[src/rtl/pool_stream_if.sv]
// Layer-1 memory read port plus the pooled-word output stream of pool_stream.
// The master side is the streamer; the slave side is the memory/consumer environment.
interface pool_stream_if;
    logic        crd;
    logic [11:0] caddr_rd;
    logic        csel;
    logic [12:0] cdata_rd;
    logic        o_valid;
    logic        o_ready;
    logic [12:0] o_data;
    logic [9:0]  o_index;
    logic        o_last;

    modport master (
        output crd, caddr_rd, csel, o_valid, o_data, o_index, o_last,
        input  cdata_rd, o_ready
    );

    modport slave (
        input  crd, caddr_rd, csel, o_valid, o_data, o_index, o_last,
        output cdata_rd, o_ready
    );
endinterface

[src/rtl/pool_stream.sv]
// Streams N_WORDS layer-1 words from memory through a 2-entry FIFO to a ready/valid
// consumer, tracking the running maximum and sum of the accepted words.
module pool_stream #(
    parameter int N_WORDS   = 1024,
    parameter int BASE_ADDR = 0
) (
    input  logic          clk,
    input  logic          reset,
    input  logic          start,
    output logic          busy,
    output logic          done,
    output logic [12:0]   max_val,
    output logic [22:0]   sum,
    pool_stream_if.master bus
);
    localparam int DATA_W = 13;
    localparam int SUM_W  = 23;
    localparam int CNT_W  = $clog2(N_WORDS + 1);
    localparam logic [CNT_W-1:0] END_CNT  = CNT_W'(N_WORDS);
    localparam logic [CNT_W-1:0] LAST_CNT = CNT_W'(N_WORDS - 1);

    typedef enum logic [1:0] {IDLE, RUN, DRAIN, DONE} state_t;
    state_t state, state_nxt;

    logic [CNT_W-1:0]  rd_cnt;
    logic [CNT_W-1:0]  out_cnt;
    logic              vld_p1;
    logic [DATA_W-1:0] fifo_mem [2];
    logic              wr_ptr;
    logic              rd_ptr;
    logic [1:0]        fifo_cnt;
    logic [2:0]        occ;
    logic              launch;
    logic              push;
    logic              pop;

    function automatic logic [DATA_W-1:0] max_u(input logic [DATA_W-1:0] a,
                                                input logic [DATA_W-1:0] b);
        return (b > a) ? b : a;
    endfunction

    function automatic logic [SUM_W-1:0] acc_u(input logic [SUM_W-1:0]  acc,
                                               input logic [DATA_W-1:0] x);
        return acc + SUM_W'(x);
    endfunction

    assign launch = (state == IDLE) && start;
    assign push   = vld_p1;
    assign pop    = bus.o_valid && bus.o_ready;

    assign bus.o_valid = (fifo_cnt != 2'd0);
    assign bus.o_data  = fifo_mem[rd_ptr];
    assign bus.o_index = 10'(out_cnt);
    assign bus.o_last  = bus.o_valid && (out_cnt == LAST_CNT);

    always_ff @(posedge clk or negedge reset) begin
        if (!reset) state <= IDLE;
        else        state <= state_nxt;
    end

    always_comb begin
        state_nxt = state;
        case (state)
            IDLE:    if (start) state_nxt = RUN;
            RUN:     if (rd_cnt == END_CNT) state_nxt = DRAIN;
            DRAIN:   if (pop && bus.o_last) state_nxt = DONE;
            DONE:    state_nxt = IDLE;
            default: state_nxt = IDLE;
        endcase
    end

    // A read may issue when the word it returns is guaranteed a FIFO slot; a pop
    // in the same cycle frees one, which keeps the stream at one word per cycle.
    always_comb begin
        busy         = 1'b0;
        done         = 1'b0;
        bus.csel     = 1'b0;
        bus.crd      = 1'b0;
        bus.caddr_rd = '0;
        occ          = {1'b0, fifo_cnt} + {2'b00, vld_p1};
        case (state)
            RUN: begin
                busy     = 1'b1;
                bus.csel = 1'b1;
                if ((rd_cnt < END_CNT) && ((occ < 3'd2) || ((occ == 3'd2) && pop))) begin
                    bus.crd      = 1'b1;
                    bus.caddr_rd = 12'(BASE_ADDR) + 12'(rd_cnt);
                end
            end
            DRAIN: begin
                busy     = 1'b1;
                bus.csel = 1'b1;
            end
            DONE:    done = 1'b1;
            default: ;
        endcase
    end

    // Read issue -> p1 (data returning) -> FIFO -> handshake and statistics.
    always_ff @(posedge clk or negedge reset) begin
        if (!reset) begin
            rd_cnt      <= '0;
            out_cnt     <= '0;
            vld_p1      <= 1'b0;
            wr_ptr      <= 1'b0;
            rd_ptr      <= 1'b0;
            fifo_cnt    <= 2'd0;
            fifo_mem[0] <= '0;
            fifo_mem[1] <= '0;
            max_val     <= '0;
            sum         <= '0;
        end else if (launch) begin
            rd_cnt   <= '0;
            out_cnt  <= '0;
            vld_p1   <= 1'b0;
            wr_ptr   <= 1'b0;
            rd_ptr   <= 1'b0;
            fifo_cnt <= 2'd0;
            max_val  <= '0;
            sum      <= '0;
        end else begin
            vld_p1 <= bus.crd;
            if (bus.crd) rd_cnt <= rd_cnt + CNT_W'(1);
            if (push) begin
                fifo_mem[wr_ptr] <= bus.cdata_rd;
                wr_ptr           <= ~wr_ptr;
            end
            if (pop) begin
                rd_ptr  <= ~rd_ptr;
                out_cnt <= out_cnt + CNT_W'(1);
                max_val <= max_u(max_val, bus.o_data);
                sum     <= acc_u(sum, bus.o_data);
            end
            case ({push, pop})
                2'b10:   fifo_cnt <= fifo_cnt + 2'd1;
                2'b01:   fifo_cnt <= fifo_cnt - 2'd1;
                default: fifo_cnt <= fifo_cnt;
            endcase
        end
    end
endmodule

[src/flat_wrapper.sv]
// flat-port wrapper written by rule: the top's interface ports become plain ports
module pool_stream_flat 
#(
    parameter int N_WORDS   = 1024,
    parameter int BASE_ADDR = 0
)
  (clk, reset, start, busy, done, max_val, sum, bus_crd, bus_caddr_rd, bus_csel, bus_o_valid, bus_o_data, bus_o_index, bus_o_last, bus_cdata_rd, bus_o_ready);
  pool_stream_if bus_i ();
  input  logic clk;
  input  logic reset;
  input  logic start;
  output logic busy;
  output logic done;
  output logic [12:0] max_val;
  output logic [22:0] sum;
  output wire logic [$bits(bus_i.crd)-1:0] bus_crd;
  output wire logic [$bits(bus_i.caddr_rd)-1:0] bus_caddr_rd;
  output wire logic [$bits(bus_i.csel)-1:0] bus_csel;
  output wire logic [$bits(bus_i.o_valid)-1:0] bus_o_valid;
  output wire logic [$bits(bus_i.o_data)-1:0] bus_o_data;
  output wire logic [$bits(bus_i.o_index)-1:0] bus_o_index;
  output wire logic [$bits(bus_i.o_last)-1:0] bus_o_last;
  input wire logic [$bits(bus_i.cdata_rd)-1:0] bus_cdata_rd;
  input wire logic [$bits(bus_i.o_ready)-1:0] bus_o_ready;
  assign bus_crd = bus_i.crd;
  assign bus_caddr_rd = bus_i.caddr_rd;
  assign bus_csel = bus_i.csel;
  assign bus_o_valid = bus_i.o_valid;
  assign bus_o_data = bus_i.o_data;
  assign bus_o_index = bus_i.o_index;
  assign bus_o_last = bus_i.o_last;
  assign bus_i.cdata_rd = bus_cdata_rd;
  assign bus_i.o_ready = bus_o_ready;
  pool_stream #(.N_WORDS(N_WORDS), .BASE_ADDR(BASE_ADDR)) u_core (.clk(clk), .reset(reset), .start(start), .busy(busy), .done(done), .max_val(max_val), .sum(sum), .bus(bus_i));
endmodule
[config.mk]
export PLATFORM = sky130hd
export DESIGN_NAME = pool_stream_flat
export DESIGN_NICKNAME = d
export VERILOG_FILES = /design/src/rtl/pool_stream_if.sv /design/src/rtl/pool_stream.sv /design/src/flat_wrapper.sv
export SDC_FILE = /design/constraint.sdc
export NUM_CORES = 1
export LEC_CHECK = 0
export CORE_MARGIN = 2
export CORE_UTILIZATION = 50
export DETAILED_ROUTE_END_ITERATION = 8
export HOLD_SLACK_MARGIN = 0.06
export PLACE_DENSITY = 0.76
export RECOVER_POWER = 25
export SYNTH_ARGS = -nofsm -noshare
export SYNTH_HDL_FRONTEND = slang
export SYNTH_SLANG_ARGS = --single-unit
export TNS_END_PERCENT = 5
[constraint.sdc]
create_clock -name clk -period 3.58 [get_ports clk]
set_clock_uncertainty 0.15 [all_clocks]
set_input_delay 0.716 -clock clk [delete_from_list [all_inputs] [get_ports clk]]
set_output_delay 0.716 -clock clk [all_outputs]
set_load 0.01 [all_outputs]
Word-level counts from Yosys, hierarchy flattened. Cells that the tools add are included.

Bits in registers: 91. Bits in latches: 0. Bits in writable memories: 0. Memory bits (read-only): 0. Bits of input ports: 17. Output and inout port bits: 77. Word-level logic and storage cells: 90. Memories: 0.

Add/sub/neg operators: 6. Multiply operators: 0. Div/mod/pow operators: 0. $lt $le $gt $ge: 6. Eq/ne operators: 11. Shifts and indexed selects: 0. Multiplexer cells: 32. Bitwise logic cells: 5. Reductions and logical operators: 19.

Operators by type and width (count): $mux W13 (7); $mux W11 (5); $mux W23 (2); $bwmux W26 (1); $add A23 B13 Y23 (1); $add A11 B1 Y11 const B (2); $demux W13 S1 (1); $gt A13 B13 Y1 (1); $mux W12 (1); $eq A11 B10 Y1 const B (1); $eq A11 B11 Y1 const B (1); $lt A11 B11 Y1 const B (1); $reduce_bool A2 Y1 (5); $mux W1 (9); $mux W2 (4); $pmux W2 S4 (1); $logic_and A1 B1 Y1 (7); $eq A2 B2 Y1 const B (3); $eq A2 B1 Y1 const B (2); $ge A2 B2 Y1 const B (2); $ne A2 B1 Y1 const B (2); $not A1 Y2 (2); $pmux W2 S2 (1); $reduce_and A2 Y1 (2); 13 further kinds (15).

Logic depth before layout (Yosys ltp). Gate-level depths: netlist of run 1.

Depth in word-level cells: 9. Depth in mapped cells: 11. Depth with buffers taken out: 10.

Least setup slack after synthesis of run 1. No wires, ideal clock.

Path kind: flip-flop to flip-flop. Start: register u_core.rd_ptr. End: register u_core.sum[18]. Setup time: 132 ps. Data arrival time: 2882 ps. Data required time: 3298 ps. Setup slack: 416 ps. Stages on the path, launching flop included: 12. Path buffers: 1. Period minus slack after synthesis: 3164 ps. Cells stage by stage: dfrtp_1 > buf_1 > mux2i_1 > inv_1 > ha_1 > fa_1 > a211o_1 > a21oi_1 > o31ai_1 > o21bai_1 > xor2_1 > nor2_1.

Longest elaborated chain between the ends: 7.

RTL lines: from (decl) (RTL line pool_stream.sv:30) `logic rd_ptr;`; from (signal assigned) (RTL line pool_stream.sv:129) `rd_ptr <= ~rd_ptr;`; $not A1 Y2 (implied by the code) (RTL line pool_stream.sv:52) `assign bus.o_data = fifo_mem[rd_ptr];`; $mux W13 (implied by the code) (3 in a row) (RTL line pool_stream.sv:52); net bus_o_data[0] (RTL line flat_wrapper.sv:20) `output wire logic [$bits(bus_i.o_data)-1:0] bus_o_data;`; $add A23 B13 Y23 (RTL line pool_stream.sv:44) `return acc + SUM_W'(x);`; $mux W23 (RTL line pool_stream.sv:128) `if (pop) begin`; $mux W23 (RTL line pool_stream.sv:112) `end else if (launch) begin`; to (signal assigned) (RTL line pool_stream.sv:132) `sum <= acc_u(sum, bus.o_data);`; to (decl) (RTL line pool_stream.sv:13) `output logic [22:0] sum,`.

The timed path passes the listed nets, and every way through them passes these cells. The select of a mux whose other input is x is not followed. A chain may end at the register's enable or synchronous reset.

Worst setup path in the final report of run 1.
Start: register u_core.fifo_cnt[0]. End: output port bus_caddr_rd[8].

Longest elaborated chain between the ends: 7. Elaborated cells between the ends (all ways): 10. Classes of those cells: add/sub (1); order compare (1); eq/ne (1); mux (2); reduce/logical (5).

RTL lines: from (decl) (RTL line pool_stream.sv:31) `logic [1:0] fifo_cnt;`; from (signal assigned) (RTL line pool_stream.sv:135) `2'b10: fifo_cnt <= fifo_cnt + 2'd1;`; from (signal assigned) (RTL line pool_stream.sv:136) `2'b01: fifo_cnt <= fifo_cnt - 2'd1;`; from (signal assigned) (RTL line pool_stream.sv:137) `default: fifo_cnt <= fifo_cnt;`; branches (longest 3 deep; another with $add A2 B1 Y3); $logic_or A1 B1 Y1 (*) (RTL line pool_stream.sv:85) `if ((rd_cnt < END_CNT) && ((occ < 3'd2) || ((occ == 3'd2) && pop))) begin`; $logic_and A1 B1 Y1 (*) (RTL line pool_stream.sv:85); $mux W11 (*) (RTL line pool_stream.sv:85); $mux W12 (*) (RTL line pool_stream.sv:81) `case (state)`; to (decl) (RTL line flat_wrapper.sv:17) `output wire logic [$bits(bus_i.caddr_rd)-1:0] bus_caddr_rd;`.

Every way passes the cells marked *.

==> results of run 1 <==
-- per-layer routing --
layer | vias up | share of wire, %
met4 | 0 | 1.0
met2 | 104 | 47
met3 | 12 | 4.7
met1 | 2002 | 47
li1 | 2011 | -
met5 | - | 0
-- cells by family (layout without fill, tap and decap cells) --
logic type                 count (synthesis)  in the layout  share of synthesized area (%)
and+or+nand+nor                          160            160                           15.3
AOI/OAI and AO/OA                         96             96                           12.0
DFF                                       91             91                           43.3
buffers and inverters                     60            141                           5.28
muxes                                     42             42                           8.91
adders and majority gates                 39             39                           9.41
xor gates and xnor gates                  35             35                           5.82
other                                      1              2                         0.0712
-- final timing paths --
check                                         from            endpoint  depth (start not counted)
min in group asynchronous                    reset  u_core.fifo_mem[5]                          2
worst min-delay path            u_core.fifo_mem[8]  u_core.fifo_mem[8]                          1
worst max register to register       u_core.rd_ptr      u_core.sum[20]                          9
worst min register to register  u_core.fifo_mem[8]  u_core.fifo_mem[8]                          1
worst max-delay path            u_core.fifo_cnt[0]     bus_caddr_rd[8]                          8
max in group asynchronous                    reset   u_core.out_cnt[2]                          2
-- flip-flops by register name, summed over array words and instances, names as in the netlist, 2 cells and up --
name             cells
u_core.fifo_cnt      2
u_core.rd_cnt       11
u_core.sum          23
u_core.fifo_mem     26
u_core.out_cnt      11
u_core.state         2
u_core.max_val      13
-- critical path: stages (launching register included) --
cell             delay [ns]
dfrtp_1                0.45
ha_1                   0.23
ha_1                   0.18
nor2_1                 0.10
a31oi_1                0.11
nor3b_2                0.16
buf_4                  0.17
and2_1                 0.16
clkdlybuf4s50_1        0.55
-- through the flow --
stage          setup WS, ns  hold WS [ns]
2_1_floorplan         0.416         0.270
3_3_place_gp          0.266         0.332
3_5_place_dp          0.255         0.342
4_1_cts               0.229         0.263
5_1_grt              0.0882         0.385
6_report              0.258         0.361
-- area by class of cell --
class,count,area (um^2),share of cell area (%)
timing repair buffer,100,973,15.1
tap,136,170,2.64
sequential,91,2280,35.4
inverter,25,95.1,1.48
multi-input combinational,374,2730,42.3
clock inverter,5,62.6,0.972
clock buffer,11,131,2.04
-- Yosys cell counts (16+ instances only) --
cell	n
dfrtp_1	91
nor2_1	41
mux2_2	39
ha_1	38
nand3_1	28
nand2_1	27
a21oi_1	26
inv_1	24
xor2_1	20
and2_1	17
clkbuf_1	16
-- layout by cell type (no fill, tap or decap), types with 16 or more instances in the layout --
cell	instances
inv_1	24
nor2_1	41
nand2_1	27
clkdlybuf4s50_1	90
mux2_2	39
dfrtp_1	91
ha_1	38
nand3_1	28
a21oi_1	26
xor2_1	20
and2_1	16
-- report_power, final --
group	internal [mW]	total, mW	leakage, nW	switching (mW)
Clock	0.327	0.695	0.0901	0.367
Combinational	1.64	3.41	1.55	1.78
Sequential	1.38	1.64	1.17	0.258
==> impl_metrics.env, run 1 <==
export IMPL_outcome="finished with violations"
export IMPL_violations="max-capacitance violations, max-slew violations"
export IMPL_start_util_pct=51.2
export IMPL_dpl_hpwl_mm=8.34
export IMPL_netlist_area_leader_share_pct=43.3
export IMPL_met1_usage_pct=30.7
export IMPL_busiest_layer="met2"
export IMPL_cts_tree="yes"
export IMPL_holdBufCountCts=0
export IMPL_gp_congestion=0.869
export IMPL_globalRouteTotalUtil_pct=21.7
export IMPL_synth_warnings=0
export IMPL_grt_max_degree=92
export IMPL_arrival_ns=2.46
export IMPL_ir_drop_v=0.000393
export IMPL_ant_nets=0
export IMPL_die_h_um=107
export IMPL_drtPass1Iterations=4
export IMPL_synthCells=524
export IMPL_nets=657
export IMPL_post_cts_resized=0
export IMPL_cp_end_kind="output port"
export IMPL_postCtsSetupRepairBufs=0
export IMPL_synth_edff_count=0
export IMPL_fin_util_pct=62.6
export IMPL_maxCapViolCount=1
export IMPL_drt_wl_total_mm=11.7
export IMPL_cts_sinks=91
export IMPL_tns_ns=0
export IMPL_fin_area_um2=6430
export IMPL_avgSynthCellArea_um2=10.0
export IMPL_cts_buffers_inserted=9
export IMPL_finalHoldViolCount=0
export IMPL_fp_dieW_um=107
export IMPL_vias=4129
export IMPL_grt_pass1_vias=4109
export IMPL_netlist_top_cell_by_area="dfrtp_1"
export IMPL_synthTopCellsByArea="dfrtp_1 (43%), ha_1 (9.0%), mux2_2 (8.3%), xor2_1 (3.3%), nor2_1 (2.9%)"
export IMPL_leakage_nw=2.81
export IMPL_drv_slew=92
export IMPL_required_ns=2.71
export IMPL_synth_seq_cells=91
export IMPL_worstMarginPinSlew_ns=2.19
export IMPL_min_period_ns=3.32
export IMPL_drt_iter0_markers=238
export IMPL_rows=37
export IMPL_layout_drive_gt1_share_pct=11.9
export IMPL_max_slew_margin_rel_pct=-46.2
export IMPL_path_clk_slew_ns=0.09
export IMPL_instances_no_fill=742
export IMPL_max_freq_mhz=301
export IMPL_period_share_pct=92.8
export IMPL_cts_htree_levels=3
export IMPL_hp_class="reg2reg"
export IMPL_coreArea_um2=10300
export IMPL_port_buffers=91
export IMPL_via_per_inst=5.56
export IMPL_use_met2_pct=34.4
export IMPL_drc_errors=0
export IMPL_fillers=907
export IMPL_dp_cells=726
export IMPL_placed_cell_area_um2=6260
export IMPL_power_density_nw_per_um2=893
export IMPL_power_mw=5.74
export IMPL_insertion_delay_ns=0.35
export IMPL_ys_types=54
export IMPL_diodes=0
export IMPL_critPathMaxFanout=12
export IMPL_routedWlPerCell_um=15.8
export IMPL_synth_async_reset_ratio_pct=100
export IMPL_root_buffer="clkbuf_8"
export IMPL_rsz0062_at_grt="false"
export IMPL_worst_setup_path_type="reg2out"
export IMPL_ys_flop_type="dfrtp_1"
export IMPL_seq_area_frac_synth_pct=43.3
export IMPL_ioPinCount=94
export IMPL_grt_first_pass_wirelength_mm=20.0
export IMPL_synthToLayoutAreaGrowth_pct=22.2
export IMPL_startpoint_type="flip-flop"
export IMPL_fp_dieArea_um2=11400
export IMPL_grt_antenna_before_repair=0
export IMPL_regToRegSetupSlack_ns=0.42
export IMPL_grt_use_met3_pct=3.89
export IMPL_finalSetupViolCount=0
export IMPL_grt_overflow_total=0
export IMPL_clock_path_buffers=2
export IMPL_synth_area_um2=5270
No activity file was read; power rests on OpenSTA's default activity.
==> run 2: changes to the inputs <==
--- a/config.mk
+++ b/config.mk
@@ -6,10 +6,10 @@
 export NUM_CORES = 1
 export LEC_CHECK = 0
 export CORE_MARGIN = 2
-export CORE_UTILIZATION = 50
+export CORE_UTILIZATION = 53
 export DETAILED_ROUTE_END_ITERATION = 8
 export HOLD_SLACK_MARGIN = 0.06
-export PLACE_DENSITY = 0.76
+export PLACE_DENSITY = 0.8
 export RECOVER_POWER = 25
 export SYNTH_ARGS = -nofsm -noshare
 export SYNTH_HDL_FRONTEND = slang
==> run 2 against run 1 <==
Effect of this change:
- the run now ends clean
- worst setup slack got worse by 0.018 ns
- register-to-register slack got worse by 0.13 ns
- clock-buffer cell count decreased by 1
- routed wire length increased by 3.5%
- sequential share of layout area about the same
- clock power decreased by 5.8%
- largest cell class unchanged
- largest power group unchanged
==> impl_metrics.env, run 2 (synthesized netlist as in run 1, its figures left out) <==
export IMPL_outcome="finished, final reports clean"
export IMPL_grt_first_pass_wirelength_mm=20.3
export IMPL_met1_usage_pct=31.7
export IMPL_coreArea_um2=9730
export IMPL_startpoint_type="input pin"
export IMPL_dpl_hpwl_mm=8.62
export IMPL_worstMarginPinSlew_ns=1.17
export IMPL_power_mw=5.72
export IMPL_grt_pass1_vias=4141
export IMPL_routedWlPerCell_um=16.4
export IMPL_most_common_layout_cells="clkdlybuf4s50_1 (90), dfrtp_1 (90), nor2_1 (41), mux2_2 (39), ha_1 (38)"
export IMPL_rsz0062_at_grt="false"
export IMPL_diodes=0
export IMPL_cts_buffers_inserted=9
export IMPL_hp_class="reg2reg"
export IMPL_drv_slew=0
export IMPL_path_buf_inv=4
export IMPL_p_sw_mw=2.43
export IMPL_grt_antenna_before_repair=0
export IMPL_top_register="u_core.fifo_mem"
export IMPL_start_util_pct=54.1
export IMPL_path_clk_slew_ns=0.08
export IMPL_finalHoldViolCount=0
export IMPL_cts_tree="yes"
export IMPL_combPwrFrac_pct=59.7
export IMPL_hold_worst_slack_ns=0.361
export IMPL_tns_ns=0
export IMPL_nets=658
export IMPL_setup_ws_ns=0.241
export IMPL_synthToLayoutAreaGrowth_pct=22.3
export IMPL_crit_top_cell="clkdlybuf4s50_1"
export IMPL_drt_wl_total_mm=12.1
export IMPL_fp_dieW_um=104
export IMPL_grt_max_degree=89
export IMPL_swShare_pct=42.4
export IMPL_power_density_nw_per_um2=889
export IMPL_busiest_layer="met2"
export IMPL_die_h_um=104
export IMPL_max_slew_margin_rel_pct=21.3
export IMPL_clock_path_buffers=2
export IMPL_vias=4179
export IMPL_critPathMaxFanout=12
export IMPL_finalSetupViolCount=0
export IMPL_drc_errors=0
export IMPL_pre_cts_ws_ns=0.248
export IMPL_root_buffer="clkbuf_8"
export IMPL_gp_congestion=0.878
export IMPL_fillers=789
export IMPL_grt_overflow_total=0
export IMPL_path_cells="clkdlybuf4s50_1 -> o21ai_1 -> clkinv_2 -> a31oi_1 -> nor3b_2 -> buf_4 -> and2_1 -> clkdlybuf4s50_1"
export IMPL_clock_power_share_pct=11.5
export IMPL_arrival_ns=2.47
export IMPL_dp_cells=723
export IMPL_ant_nets=0
export IMPL_via_per_inst=5.65
export IMPL_critPathTopFamily="buffers and inverters"
export IMPL_worst_setup_path_type="in2out"
export IMPL_min_period_ns=3.34
export IMPL_instances_no_fill=740
export IMPL_port_buffers=91
export IMPL_slowest_delay_ns=0.55
export IMPL_period_share_pct=93.3
export IMPL_globalRouteTotalUtil_pct=23.0
export IMPL_p_int_mw=3.29
export IMPL_cts_htree_levels=3
export IMPL_cp_end_kind="output port"
export IMPL_use_met2_pct=37.2
export IMPL_rows=36
export IMPL_drt_iter0_markers=214
export IMPL_seqPwrFrac_pct=28.8
export IMPL_reg_top3="u_core.fifo_mem (26), u_core.sum (23), u_core.max_val (13)"
export IMPL_drtPass1Iterations=4
export IMPL_maxCapViolCount=0
export IMPL_max_freq_mhz=299
export IMPL_required_ns=2.71
export IMPL_ir_drop_v=0.000373
export IMPL_cts_sinks=91
export IMPL_grt_use_met3_pct=3.90
export IMPL_leakage_nw=2.82
export IMPL_insertion_delay_ns=0.37
export IMPL_ioPinCount=94
export IMPL_cpMaxStageDelayCell="clkdlybuf4s50_1"
export IMPL_fp_dieArea_um2=10700
export IMPL_layout_drive_gt1_share_pct=12.2
export IMPL_largest_reg_flops=26
run 2: changes by cell type in the layout (fill, tap and decap cells not counted), sizes merged:
cell         change
buf              +1
bufinv           -1
clkbuf           -2
clkinv           +3
clkinvlp         -1
dlygate4sd3      +1
run 2: final cells by class:
cell class	count	area (um^2)	share of cell area, %
timing repair buffer	101	995	15.5
clock buffer	10	138	2.14
clock inverter	6	40.0	0.622
inverter	25	95.1	1.48
tap	133	166	2.59
multi-input combinational	374	2730	42.3
sequential	91	2280	35.4
run 2: metal layers:
metal  share of wire, %  up-vias
li1                   -     2001
met1                 46     2061
met2                 48      108
met3                4.8        9
met4                1.1        0
met5                  0        -
run 2: worst paths after layout:
| check | from | to | slack [ns] | depth (start not counted) |
|---|---|---|---|---|
| min in group asynchronous | reset | u_core.fifo_mem[5] | 0.57 | 2 |
| worst min-delay path | u_core.fifo_mem[21] | u_core.fifo_mem[21] | 0.36 | 1 |
| worst max-delay path | bus_o_ready | bus_caddr_rd[8] | 0.24 | 8 |
| max in group asynchronous | reset | u_core.fifo_cnt[0] | 1.94 | 3 |
| worst min register to register | u_core.fifo_mem[21] | u_core.fifo_mem[21] | 0.36 | 1 |
| worst max register to register | u_core.rd_ptr | u_core.sum[20] | 0.29 | 9 |
run 2: power by group through the flow:
stage	clock network [mW]	registers, mW	logic (mW)
after floorplan	0	1.65	2.25
after global placement	0	1.64	3.28
after detailed placement	0	1.67	3.41
after CTS	0.666	1.64	3.44
after global routing	0.711	1.69	3.78
final	0.655	1.65	3.42
run 2: repair_timing:
action,CTS,global route
hold buffers,1,0
gates resized for setup,0,1
setup endpoints to repair,0,1
endpoints found under the hold margin,3,0
setup buffers,0,0
run 2: metrics by stage:
step	instance area [um^2]	utilization [%]
after floorplan	5270	-
after global placement	6250	64.3
final	6440	66.2
after CTS	6440	66.2
after detailed placement	6250	64.3
after global routing	6440	66.2
run 2: worst register-to-register path, cell delays in order (launching register included):
cell      delay [ns]
dfrtp_1         0.45
buf_4           0.25
mux2_2          0.42
ha_1            0.41
and4_1          0.28
nand2_1         0.10
o31ai_1         0.50
o21bai_1        0.19
or3_1           0.34
a21oi_1         0.14
